[src/rtl/uart_tx_arbiter.sv]
// Round-robin arbiter that feeds bytes from several requester channels into one uart_tx.
// It can prefix a channel tag byte whenever the granted channel differs from the last tagged one.
module uart_tx_arbiter #(
  parameter int          NUM_CH   = 4,
  parameter int          TAG_EN   = 1,
  parameter logic [7:0]  TAG_BASE = 8'hF0
) (
  input  logic                  clk,
  input  logic                  rst_n,
  input  logic [NUM_CH-1:0]     req_valid,
  input  logic [8*NUM_CH-1:0]   req_data,
  output logic [NUM_CH-1:0]     req_ready,
  output logic [7:0]            tx_data,
  output logic                  tx_start,
  input  logic                  tx_done,
  output logic                  busy,
  output logic [2:0]            cur_ch
);

  localparam logic [1:0] IDLE      = 2'd0;
  localparam logic [1:0] WAIT_TAG  = 2'd1;
  localparam logic [1:0] WAIT_DATA = 2'd2;

  logic [1:0]        state_q, state_d;
  logic [7:0]        byte_q, byte_d;
  logic [7:0]        tx_data_q, tx_data_d;
  logic              tx_start_q, tx_start_d;
  logic [NUM_CH-1:0] req_ready_q, req_ready_d;
  logic [2:0]        cur_ch_q, cur_ch_d;
  logic              tag_valid_q, tag_valid_d;
  logic [2:0]        tag_ch_q, tag_ch_d;
  logic              tx_done_q;

  logic              done_rise;
  logic [7:0]        valid_ext;
  logic [7:0]        ch_byte [8];
  logic              grant_found;
  logic [2:0]        grant_ch;
  logic [2:0]        scan_idx;

  // Channels are widened to a fixed 8-entry view so a 3-bit channel number can index them directly.
  assign valid_ext = 8'(req_valid);

  for (genvar i = 0; i < 8; i++) begin : g_bytes
    if (i < NUM_CH) begin : g_live
      assign ch_byte[i] = req_data[8*i +: 8];
    end else begin : g_pad
      assign ch_byte[i] = 8'h00;
    end
  end

  assign done_rise = tx_done & ~tx_done_q;

  // Search starts one past the last grant so every channel gets a fair turn.
  always_comb begin
    grant_found = 1'b0;
    grant_ch    = 3'd0;
    scan_idx    = 3'd0;
    for (int k = 1; k <= NUM_CH; k++) begin
      scan_idx = 3'((int'(cur_ch_q) + k) % NUM_CH);
      if (!grant_found && valid_ext[scan_idx]) begin
        grant_found = 1'b1;
        grant_ch    = scan_idx;
      end
    end
  end

  always_comb begin
    state_d     = state_q;
    byte_d      = byte_q;
    tx_data_d   = tx_data_q;
    tx_start_d  = 1'b0;
    req_ready_d = '0;
    cur_ch_d    = cur_ch_q;
    tag_valid_d = tag_valid_q;
    tag_ch_d    = tag_ch_q;

    case (state_q)
      IDLE: begin
        if (grant_found) begin
          byte_d     = ch_byte[grant_ch];
          cur_ch_d   = grant_ch;
          tx_start_d = 1'b1;
          for (int i = 0; i < NUM_CH; i++) begin
            if (grant_ch == 3'(i)) req_ready_d[i] = 1'b1;
          end
          if ((TAG_EN != 0) && (!tag_valid_q || (grant_ch != tag_ch_q))) begin
            tx_data_d   = TAG_BASE | {5'b00000, grant_ch};
            tag_ch_d    = grant_ch;
            tag_valid_d = 1'b1;
            state_d     = WAIT_TAG;
          end else begin
            tx_data_d = ch_byte[grant_ch];
            state_d   = WAIT_DATA;
          end
        end
      end
      WAIT_TAG: begin
        if (done_rise) begin
          tx_data_d  = byte_q;
          tx_start_d = 1'b1;
          state_d    = WAIT_DATA;
        end
      end
      WAIT_DATA: begin
        if (done_rise) state_d = IDLE;
      end
      default: state_d = IDLE;
    endcase
  end

  always_ff @(posedge clk or negedge rst_n) begin
    if (!rst_n) begin
      state_q     <= IDLE;
      byte_q      <= 8'h00;
      tx_data_q   <= 8'h00;
      tx_start_q  <= 1'b0;
      req_ready_q <= '0;
      cur_ch_q    <= 3'(NUM_CH - 1);
      tag_valid_q <= 1'b0;
      tag_ch_q    <= 3'd0;
      tx_done_q   <= 1'b0;
    end else begin
      state_q     <= state_d;
      byte_q      <= byte_d;
      tx_data_q   <= tx_data_d;
      tx_start_q  <= tx_start_d;
      req_ready_q <= req_ready_d;
      cur_ch_q    <= cur_ch_d;
      tag_valid_q <= tag_valid_d;
      tag_ch_q    <= tag_ch_d;
      tx_done_q   <= tx_done;
    end
  end

  assign req_ready = req_ready_q;
  assign tx_data   = tx_data_q;
  assign tx_start  = tx_start_q;
  assign busy      = (state_q != IDLE);
  assign cur_ch    = cur_ch_q;

endmodule
[config.mk]
export PLATFORM = sky130hd
export DESIGN_NAME = uart_tx_arbiter
export DESIGN_NICKNAME = d
export VERILOG_FILES = /design/src/rtl/uart_tx_arbiter.sv
export SDC_FILE = /design/constraint.sdc
export NUM_CORES = 1
export LEC_CHECK = 0
export ABC_AREA = 1
export CORE_MARGIN = 1.5
export CORE_UTILIZATION = 43
export DETAILED_ROUTE_END_ITERATION = 12
export PLACE_DENSITY = 0.81
export SYNTH_ARGS = -nofsm -noshare
export SYNTH_HDL_FRONTEND = slang
export SYNTH_SLANG_ARGS = --single-unit
export TNS_END_PERCENT = 10
[constraint.sdc]
create_clock -name clk -period 3 [get_ports clk]
set_input_delay 0.75 -clock clk [delete_from_list [all_inputs] [get_ports clk]]
set_output_delay 0.75 -clock clk [all_outputs]
set_load 0.1 [all_outputs]
==> results.tsv <==
stage	metric	value	unit
grt	grt_use_total	19.7	%
clock_network	clock_tree.root_cell	clkbuf_8	
timing	min_period	2590	ps
run_status	status	finished, final reports clean	
layout	syn_to_final_growth	32.9	%
route	drc	0	
worst_hold_path	min_path_type	reg -> reg	
clock_network	clkTransAtPathRegs	60	ps
clock_network	insertion_delay	280	ps
clock_network	cts_max_path_buffers	2	
clock_network	cts_htree_levels	2	
grt	grt_pass1_vias	1626	
timing	final-max-slew-violation-count	0	
synth	synth.mux.area_fraction	0	%
setup_path	crit_type	in -> reg	
route	avgRoutedWirePerCell	11.5	um
timing	skew	4.56	ps
die	io_pins	56	
flow_run	maxCapViolations	0	
layout	num-nets-final	364	
placed_design	place_congestion	0.806	
layout	drive_gt1_share	16.6	%
die	start_util	45.6	%
route	wl	4320	um
route	ant_nets	0	
timing	setup_violations	0	
timing	rsz0062_at_grt	no	
setup_path	slowest_delay	470	ps
grt	antenna_found_initial	0	
synth	synth_xor_area_share	0	%
timing	relSlewSlack	57.4	%
setup_path	worstPathArrival	2790	ps
synth	postSynthCellCount	269	
synth	synth.distinct_cells	29	
route	drt_iter0_drc	147	
synth	ys_seq_elements	29	
clock_network	cts_tree	built	
setup_path	cpLargestDelayFamily	simple AND/OR/NAND/NOR gates	
synth	postSynthAreaPerCell	6.93	um2
timing	tns	0	ps
setup_path	cpMaxStageDelayCell	clkdlybuf4s50_1	
setup_path	critPathBufInv	3	
setup_path	endpoint_kind	flip-flop	
placed_design	hpwl	3350	um
grt	overflow	0	
synth	ys_seq_area_share	39.1	%
layout	nFillCells	382	
synth	synthesis.nets	308	
die	die_w	68.8	um
setup_path	path_cells	clkdlybuf4s50_1 > inv_1 > nand2_2 > nand2_1 > nor2_1 > nor2_1 > nand3_4 > nand3_4 > inv_2 > o21ai_0 > o21ai_2 > nand2_1 > a21oi_1	
route	via_count	1836	
die	coreArea	0.00409	mm2
setup_path	crit_required	3200	ps
die	die_area	0.00474	mm2
clock_network	cts_setup_buffers	0	
setup_path	crit_fanout	15	
clock_network	hold_buffers	0	
clock_network	post_cts_resized	0	
synth	yosys.area_share.simple	41.1	%
clock_network	cts_buffers	5	
layout	n_antenna_cell	0	
die	rows	23	
synth	synth_compound_area_share	9.07	%
timing	fmax	387	MHz
grt	grt_max_degree	30	
synth	synth_fa_ha_area_share	0	%
setup_path	startpoint_type	input port	
timing	hold_violations	0	
timing	worst_pin_slew	637	ps
placed_design	placement.io_buffers	54	
timing	min_period_over_period	86.2	%
grt	grt_pass1_wl	7020	um
route	avgViaCountPerCell	4.88	
route	dr.pass1.iters	4	
synth	ys_warn_count	0	
die	die_h	68.8	um
clock_network	cts_sinks	29	
synth	synth_top_family_by_area	simple AND/OR/NAND/NOR gates	
synth	netlist_area	0.00186	mm2
[placed cells by master (no fill, tap or decap), drive strengths merged]
| cell type | synthesis | layout |
|---|---|---|
| nand2 | 114 | 114 |
| clkdlybuf4s50 | 0 | 38 |
| inv | 33 | 33 |
| dfrtp | 27 | 27 |
| nor2 | 24 | 24 |
| nand3 | 24 | 24 |
| buf | 8 | 20 |
| o21ai | 16 | 16 |
| a21oi | 9 | 9 |
| clkbuf | 1 | 8 |
| nand4 | 6 | 6 |
| dfstp | 2 | 2 |
| nor3 | 1 | 1 |
| o211ai | 1 | 1 |
| a22oi | 1 | 1 |
| o22ai | 1 | 1 |
| conb | 1 | 1 |
[layer usage]
layer  wire, um  up-vias  GRT usage (%)
met1       2070      823           26.8
met5          0        -              0
li1           -      953              -
met2       1960       55           31.6
met3        236        5           3.90
met4         54        0           6.13
[per-stage QoR]
| step | setup slack [ps] | util (%) | hold slack [ps] | area (um2) | instances |
|---|---|---|---|---|---|
| after global routing | 211 | 60.6 | 500 | 2480 | 376 |
| after CTS | 439 | 60.6 | 482 | 2480 | 376 |
| after floorplan | 625 | - | 449 | 1860 | 269 |
| final | 414 | 60.6 | 477 | 2480 | 376 |
| after detailed placement | 160 | 58.4 | 466 | 2390 | 368 |
| after global placement | 183 | 58.4 | 467 | 2390 | 368 |
[cells in the mapped netlist]
cell type | n | area, um2
nand2_1 | 104 | 390
inv_1 | 28 | 105
dfrtp_1 | 27 | 676
nor2_1 | 22 | 82.6
nand3_1 | 19 | 95.1
nand2_2 | 9 | 56.3
a21oi_1 | 7 | 35.0
o21ai_0 | 7 | 35.0
o21ai_1 | 7 | 35.0
nand4_1 | 6 | 37.5
inv_2 | 4 | 15.0
buf_4 | 3 | 22.5
buf_6 | 3 | 33.8
nand3_2 | 3 | 30.0
buf_2 | 2 | 10.0
dfstp_2 | 2 | 52.6
nand3_4 | 2 | 35.0
nor2_4 | 2 | 22.5
o21ai_2 | 2 | 17.5
a21oi_2 | 1 | 8.76
a21oi_4 | 1 | 16.3
a22oi_1 | 1 | 7.51
clkbuf_1 | 1 | 3.75
conb_1 | 1 | 3.75
inv_4 | 1 | 6.26
nand2_4 | 1 | 11.3
nor3_1 | 1 | 5.00
o211ai_1 | 1 | 7.51
o22ai_1 | 1 | 6.26
[flip-flops by register name, indices dropped and copies added (netlist names)]
register	cells
cur_ch	2
state_q	2
req_ready	4
tag_valid_q	1
tag_ch_q	2
tx_done_q	1
byte_q	8
tx_start	1
tx_data	8
[worst paths after layout]
check	start	end	slack (ps)	depth (start not counted)
max	req_valid[2]	tx_data[3]	410	13
min	tx_data[5]	tx_data[5]	480	2
max reg2reg	cur_ch[0]	tx_data[3]	630	12
min reg2reg	tx_data[5]	tx_data[5]	480	2
max in group asynchronous	rst_n	cur_ch[0]	1850	2
min in group asynchronous	rst_n	state_q[0]	850	2
[cell type report]
type | count | area, um2 | area share, %
clock buffers | 8 | 90.1 | 3.64
inverters | 33 | 126 | 5.10
multi-input cells | 198 | 938 | 37.9
flip-flops and latches | 29 | 728 | 29.4
well taps | 50 | 62.6 | 2.53
repair buffers | 58 | 531 | 21.4
[cells by family (layout without fill, tap and decap cells)]
group / after synthesis / in the layout
buffers and inverters: 42 / 99
AOI/OAI and AO/OA: 28 / 28
other: 1 / 1
and+or+nand+nor: 169 / 169
DFF: 29 / 29
[worst min-delay path: stages (launching register included)]
cell and delay, ps:
dfrtp_1 340, nand2_1 50, nand2_1 50
Power is left out: the tool's default activity adds up to more than one toggle a clock period on the data nets, which glitch-free logic cannot reach.
==> RTL edit 1 (same flow settings) <==
Change the parameter `NUM_CH` from 4 to 3.
--- a/src/rtl/uart_tx_arbiter.sv
+++ b/src/rtl/uart_tx_arbiter.sv
@@ -1,7 +1,7 @@
 // Round-robin arbiter that feeds bytes from several requester channels into one uart_tx.
 // It can prefix a channel tag byte whenever the granted channel differs from the last tagged one.
 module uart_tx_arbiter #(
-  parameter int          NUM_CH   = 4,
+  parameter int          NUM_CH   = 3,
   parameter int          TAG_EN   = 1,
   parameter logic [7:0]  TAG_BASE = 8'hF0
 ) (
Interface: changed (resized req_data, req_ready and req_valid); port bits go from 56 to 46. No check against the original RTL was run, so the function may have changed too.
==> RTL edit 1 against the unedited design <==
The flow now finishes with violations (negative setup slack); synthesized area is 44% higher; largest cell class unchanged; final area is 66% higher; clock skew is 0.0022 ns higher; setup slack worse by 1.1 ns; sequential cell count is 1 higher; core utilization is 8.0 points higher; critical path type is now flop to flop; wire length is 70% higher.
Power is not shown: default switching activity piles up to over one toggle a cycle in this logic, so the estimate is an artifact.
==> RTL edit 1: results (changes against the unedited design) <==
run_status:
  status: "complete, but fails checks"  # was completed
  failed_checks: "negative setup slack"
global_route:
  met3_usage: 0.03222  # was 0.03896
  grt_max_degree: 31  # was 30
  grt.total_usage: 0.2296  # was 0.1973
  grtUsageMet2: 0.4361  # was 0.3161
  grt_pass1_wl_mm: 12.06  # was 7.024 mm
  use_met1: 0.2582  # was 0.2679
  grt_pass1_vias: 2854  # was 1626
routing:
  drtIter0Drc: 111  # was 147
  drt-met1-wl_mm: 3.038  # was 2.069 mm
  wl_met3_um: 219  # was 236 µm
  vias_per_cell: 4.977  # was 4.883
die:
  die_w_um: 82.08  # was 68.82 µm
worst_setup_path:
  cp_max_fo: 7  # was 15
  r2r-end: "tx_data[0]"  # was tx_data[3]
  crit_type: "flop to flop"  # was primary input to flop
  critPathSlowestCell: "dfstp_4"  # was clkdlybuf4s50_1
  reg2reg_depth: 29  # was 12
  critPathLaunch: "cur_ch[1]"  # was req_valid[2]
  slowest_delay_ns: 0.66  # was 0.47 ns
final_layout:
  num-fill-cells: 432  # was 382
  clkbuf_count: 7  # was 8
  drive_above_1_share: 0.4499  # was 0.1656
  inv_count: 65  # was 33
  buffers: 123  # was 58
  fin_cells: 564  # was 376
  buf_share: 0.2452  # was 0.2143
  multi_input_area_share: 0.4587  # was 0.3790
  fin_nets: 538  # was 364
  multi_input_cells: 263  # was 198
  seq_area_frac: 0.1852  # was 0.2941
  clock_cell_area_share: 0.02589  # was 0.03638
  register_area_um2: 760.7  # was 728.2 µm²
min_path:
  holdCritStartpoint: "tag_ch_q[2]"  # was tx_data[5]
  min-delay-path-class: "flop to flop"  # unchanged
  min_to: "tag_ch_q[2]"  # was tx_data[5]
sta:
  slew_headroom: 0.6279  # was 0.5741
  tns_ns: -16.16  # was 0 ns
  whs_ns: 0.4704  # was 0.4772 ns
  skew_ns: 0.006783  # was 0.004562 ns
  setup_viol_count_final: 29  # was 0
  worst_slack_ns: -0.7133  # was 0.4139 ns
logic_synthesis:
  ys_types: 33  # was 29
  ys_ff_latch: 30  # was 29
  synth.net_count: 413  # was 308
  synth-compound-area-share: 0.1154  # was 0.09066
  synth_fa_ha_area_frac: 0.09307  # was 0
  seq_area_frac_synth: 0.2797  # was 0.3909
  syn_inst: 363  # was 269
  synth_common_cells: "nand2_1, inv_1, dfrtp_1"  # unchanged
placement:
  place_hpwl_mm: 5.243  # was 3.345 mm
  io_buffers: 45  # was 54
  place_area_um2: 3730  # was 2386 µm²
  place_ws_ns: -0.7394  # was 0.1600 ns
  gp_congestion: 0.8606  # was 0.8064
  dp_cells: 542  # was 368
-- RTL edit 1: changes by cell type after synthesis, moves of 5 or more --
| cell | delta |
|---|---|
| ha_1 | +20 |
| o21ai_1 | +11 |
| nand2_1 | -23 |
| inv_1 | +27 |
| nand3_1 | +7 |
| nand2_2 | +18 |
| nor2_2 | +5 |
| nand3_2 | +5 |
| a21oi_1 | +5 |
| nand2_4 | +8 |
-- RTL edit 1: kinds of logic (layout without fill, tap and decap cells) --
kind of cell             after synthesis  in the layout
XOR/XNOR                               2              2
flip-flops                            30             30
AO/OA/AOI/OAI                         49             49
AND/OR/NAND/NOR                      192            192
adder cells (fa/ha/maj)               20             20
buffers and inverters                 70            196
-- RTL edit 1: what timing repair did --
item	CTS	global route
setup endpoints to repair	29	29
gates resized for setup	27	13
pin swaps	29	12
hold buffers	0	0
buffers inserted	13	1
==> RTL edit 2 (config.mk and constraints unchanged) <==
Without the edit above. `byte_q` and `tx_data_q` no longer have a reset.
--- a/src/rtl/uart_tx_arbiter.sv
+++ b/src/rtl/uart_tx_arbiter.sv
@@ -112,8 +112,6 @@
   always_ff @(posedge clk or negedge rst_n) begin
     if (!rst_n) begin
       state_q     <= IDLE;
-      byte_q      <= 8'h00;
-      tx_data_q   <= 8'h00;
       tx_start_q  <= 1'b0;
       req_ready_q <= '0;
       cur_ch_q    <= 3'(NUM_CH - 1);
@@ -122,8 +120,6 @@
       tx_done_q   <= 1'b0;
     end else begin
       state_q     <= state_d;
-      byte_q      <= byte_d;
-      tx_data_q   <= tx_data_d;
       tx_start_q  <= tx_start_d;
       req_ready_q <= req_ready_d;
       cur_ch_q    <= cur_ch_d;
@@ -133,6 +129,11 @@
     end
   end
 
+  always_ff @(posedge clk) begin
+    byte_q    <= byte_d;
+    tx_data_q <= tx_data_d;
+  end
+
   assign req_ready = req_ready_q;
   assign tx_data   = tx_data_q;
   assign tx_start  = tx_start_q;
Behaviour: not the same (a bounded check fails within 4 cycles, from zero or initial values and one cycle with rst_n low).
==> RTL edit 2 against the unedited design <==
Setup slack improved by 0.020 ns; fmax rose by 0.76%; final area fell by 1.7%; via count fell by 8.6%; synthesized area fell by 2.8%; clock skew rose by 0.00073 ns; wire length fell by 7.3%; sequential cell count did not move; highest routed layer unchanged.
Power is left out: the tool's default activity adds up to more than one toggle a clock period on the data nets, which glitch-free logic cannot reach.
==> RTL edit 2: results (changes against the unedited design) <==
final_layout:
  multi_input_comb_area_um2: 855.8  # was 938.4 µm²
  num-fill-cells: 371  # was 382
  fin_nets: 333  # was 364
  seq_area_frac: 0.3320  # was 0.2941
  fin_cells: 345  # was 376
  buf_share: 0.2148  # was 0.2143
  inv_count: 26  # was 33
  area_delta_synth_final_pct: 34.49  # was 32.91%
  buffers: 57  # was 58
  drive_above_1_share: 0.2271  # was 0.1656
  register_area_um2: 808.3  # was 728.2 µm²
  clock_cell_area_share: 0.03289  # was 0.03638
clocking:
  ctsRootBufferMaster: "clkbuf_8"  # unchanged
sta:
  skew_ns: 0.005295  # was 0.004562 ns
  whs_ns: 0.4817  # was 0.4772 ns
  fin_crit_ns: 2.566  # was 2.586 ns
routing:
  vias_per_cell: 4.864  # was 4.883
  drt-total-wl_mm: 4.006  # was 4.320 mm
  drtIter0Drc: 82  # was 147
placement:
  dp_cells: 337  # was 368
  place_area_um2: 2355  # was 2386 µm²
  place_ws_ns: 0.1354  # was 0.1600 ns
  place_hpwl_mm: 3.237  # was 3.345 mm
global_route:
  grt_max_degree: 14  # was 30
  grt.total_usage: 0.1889  # was 0.1973
  grt_pass1_wl_mm: 6.527  # was 7.024 mm
logic_synthesis:
  syn_area_per_cell_um2: 7.737  # was 6.926 µm²
  synth_edf_count: 16  # was 0
  ys_types: 25  # was 29
  synth_common_cells: "nand2_1, nor2_1, inv_1"  # was nand2_1, inv_1, dfrtp_1
  synth_async_sr_flop_share: 0.4483  # was 1.000
  yosys_most_used_dff: "edfxtp_1"  # was dfrtp_1
  seq_area_frac_synth: 0.4464  # was 0.3909
  synth_top_area_frac: 0.2654  # was 0.3627
worst_setup_path:
  critPathLaunch: "req_valid[1]"  # was req_valid[2]
  critPathArrivalTime_ns: 2.59  # was 2.79 ns
  endpoint: "tx_data[1]"  # was tx_data[3]
  slowest_delay_ns: 0.44  # was 0.47 ns
  reg2reg_depth: 16  # was 12
  cp_max_fo: 9  # was 15
  r2r_setup_slack_ns: 0.51  # was 0.63 ns
run_status:
  status: "completed"  # unchanged
min_path:
  min_to: "tag_valid_q"  # was tx_data[5]
  holdCritStartpoint: "tag_valid_q"  # was tx_data[5]
  min-delay-path-class: "flop to flop"  # unchanged
==> RTL edit 2: cell types whose count changed after synthesis, sizes merged, moves of 2 or more <==
cell    unedited run  this run
o21ai             16         8
nand3             24        17
dfrtp             27        11
clkinv             0         2
inv               33        24
a21oi              9         3
edfxtp             0        16
buf                8         4
==> RTL edit 2: cell families (layout without fill, tap and decap cells) <==
group / after synthesis / after routing / synth area share
other: 1 / 1 / 0.002071
AOI/OAI and AO/OA: 12 / 12 / 0.03594
and+or+nand+nor: 162 / 162 / 0.4347
DFF: 29 / 29 / 0.4464
buffers and inverters: 30 / 91 / 0.08086
==> RTL edit 2: metal layers <==
| metal | vias up | wire length, µm | global-route usage |
|---|---|---|---|
| met3 | 4 | 168 | 0.03947 |
| met1 | 773 | 1786 | 0.2406 |
| met4 | 0 | 40 | 0.07750 |
| met2 | 48 | 2011 | 0.3125 |
| met5 | - | 0 | 0 |
| li1 | 853 | - | - |
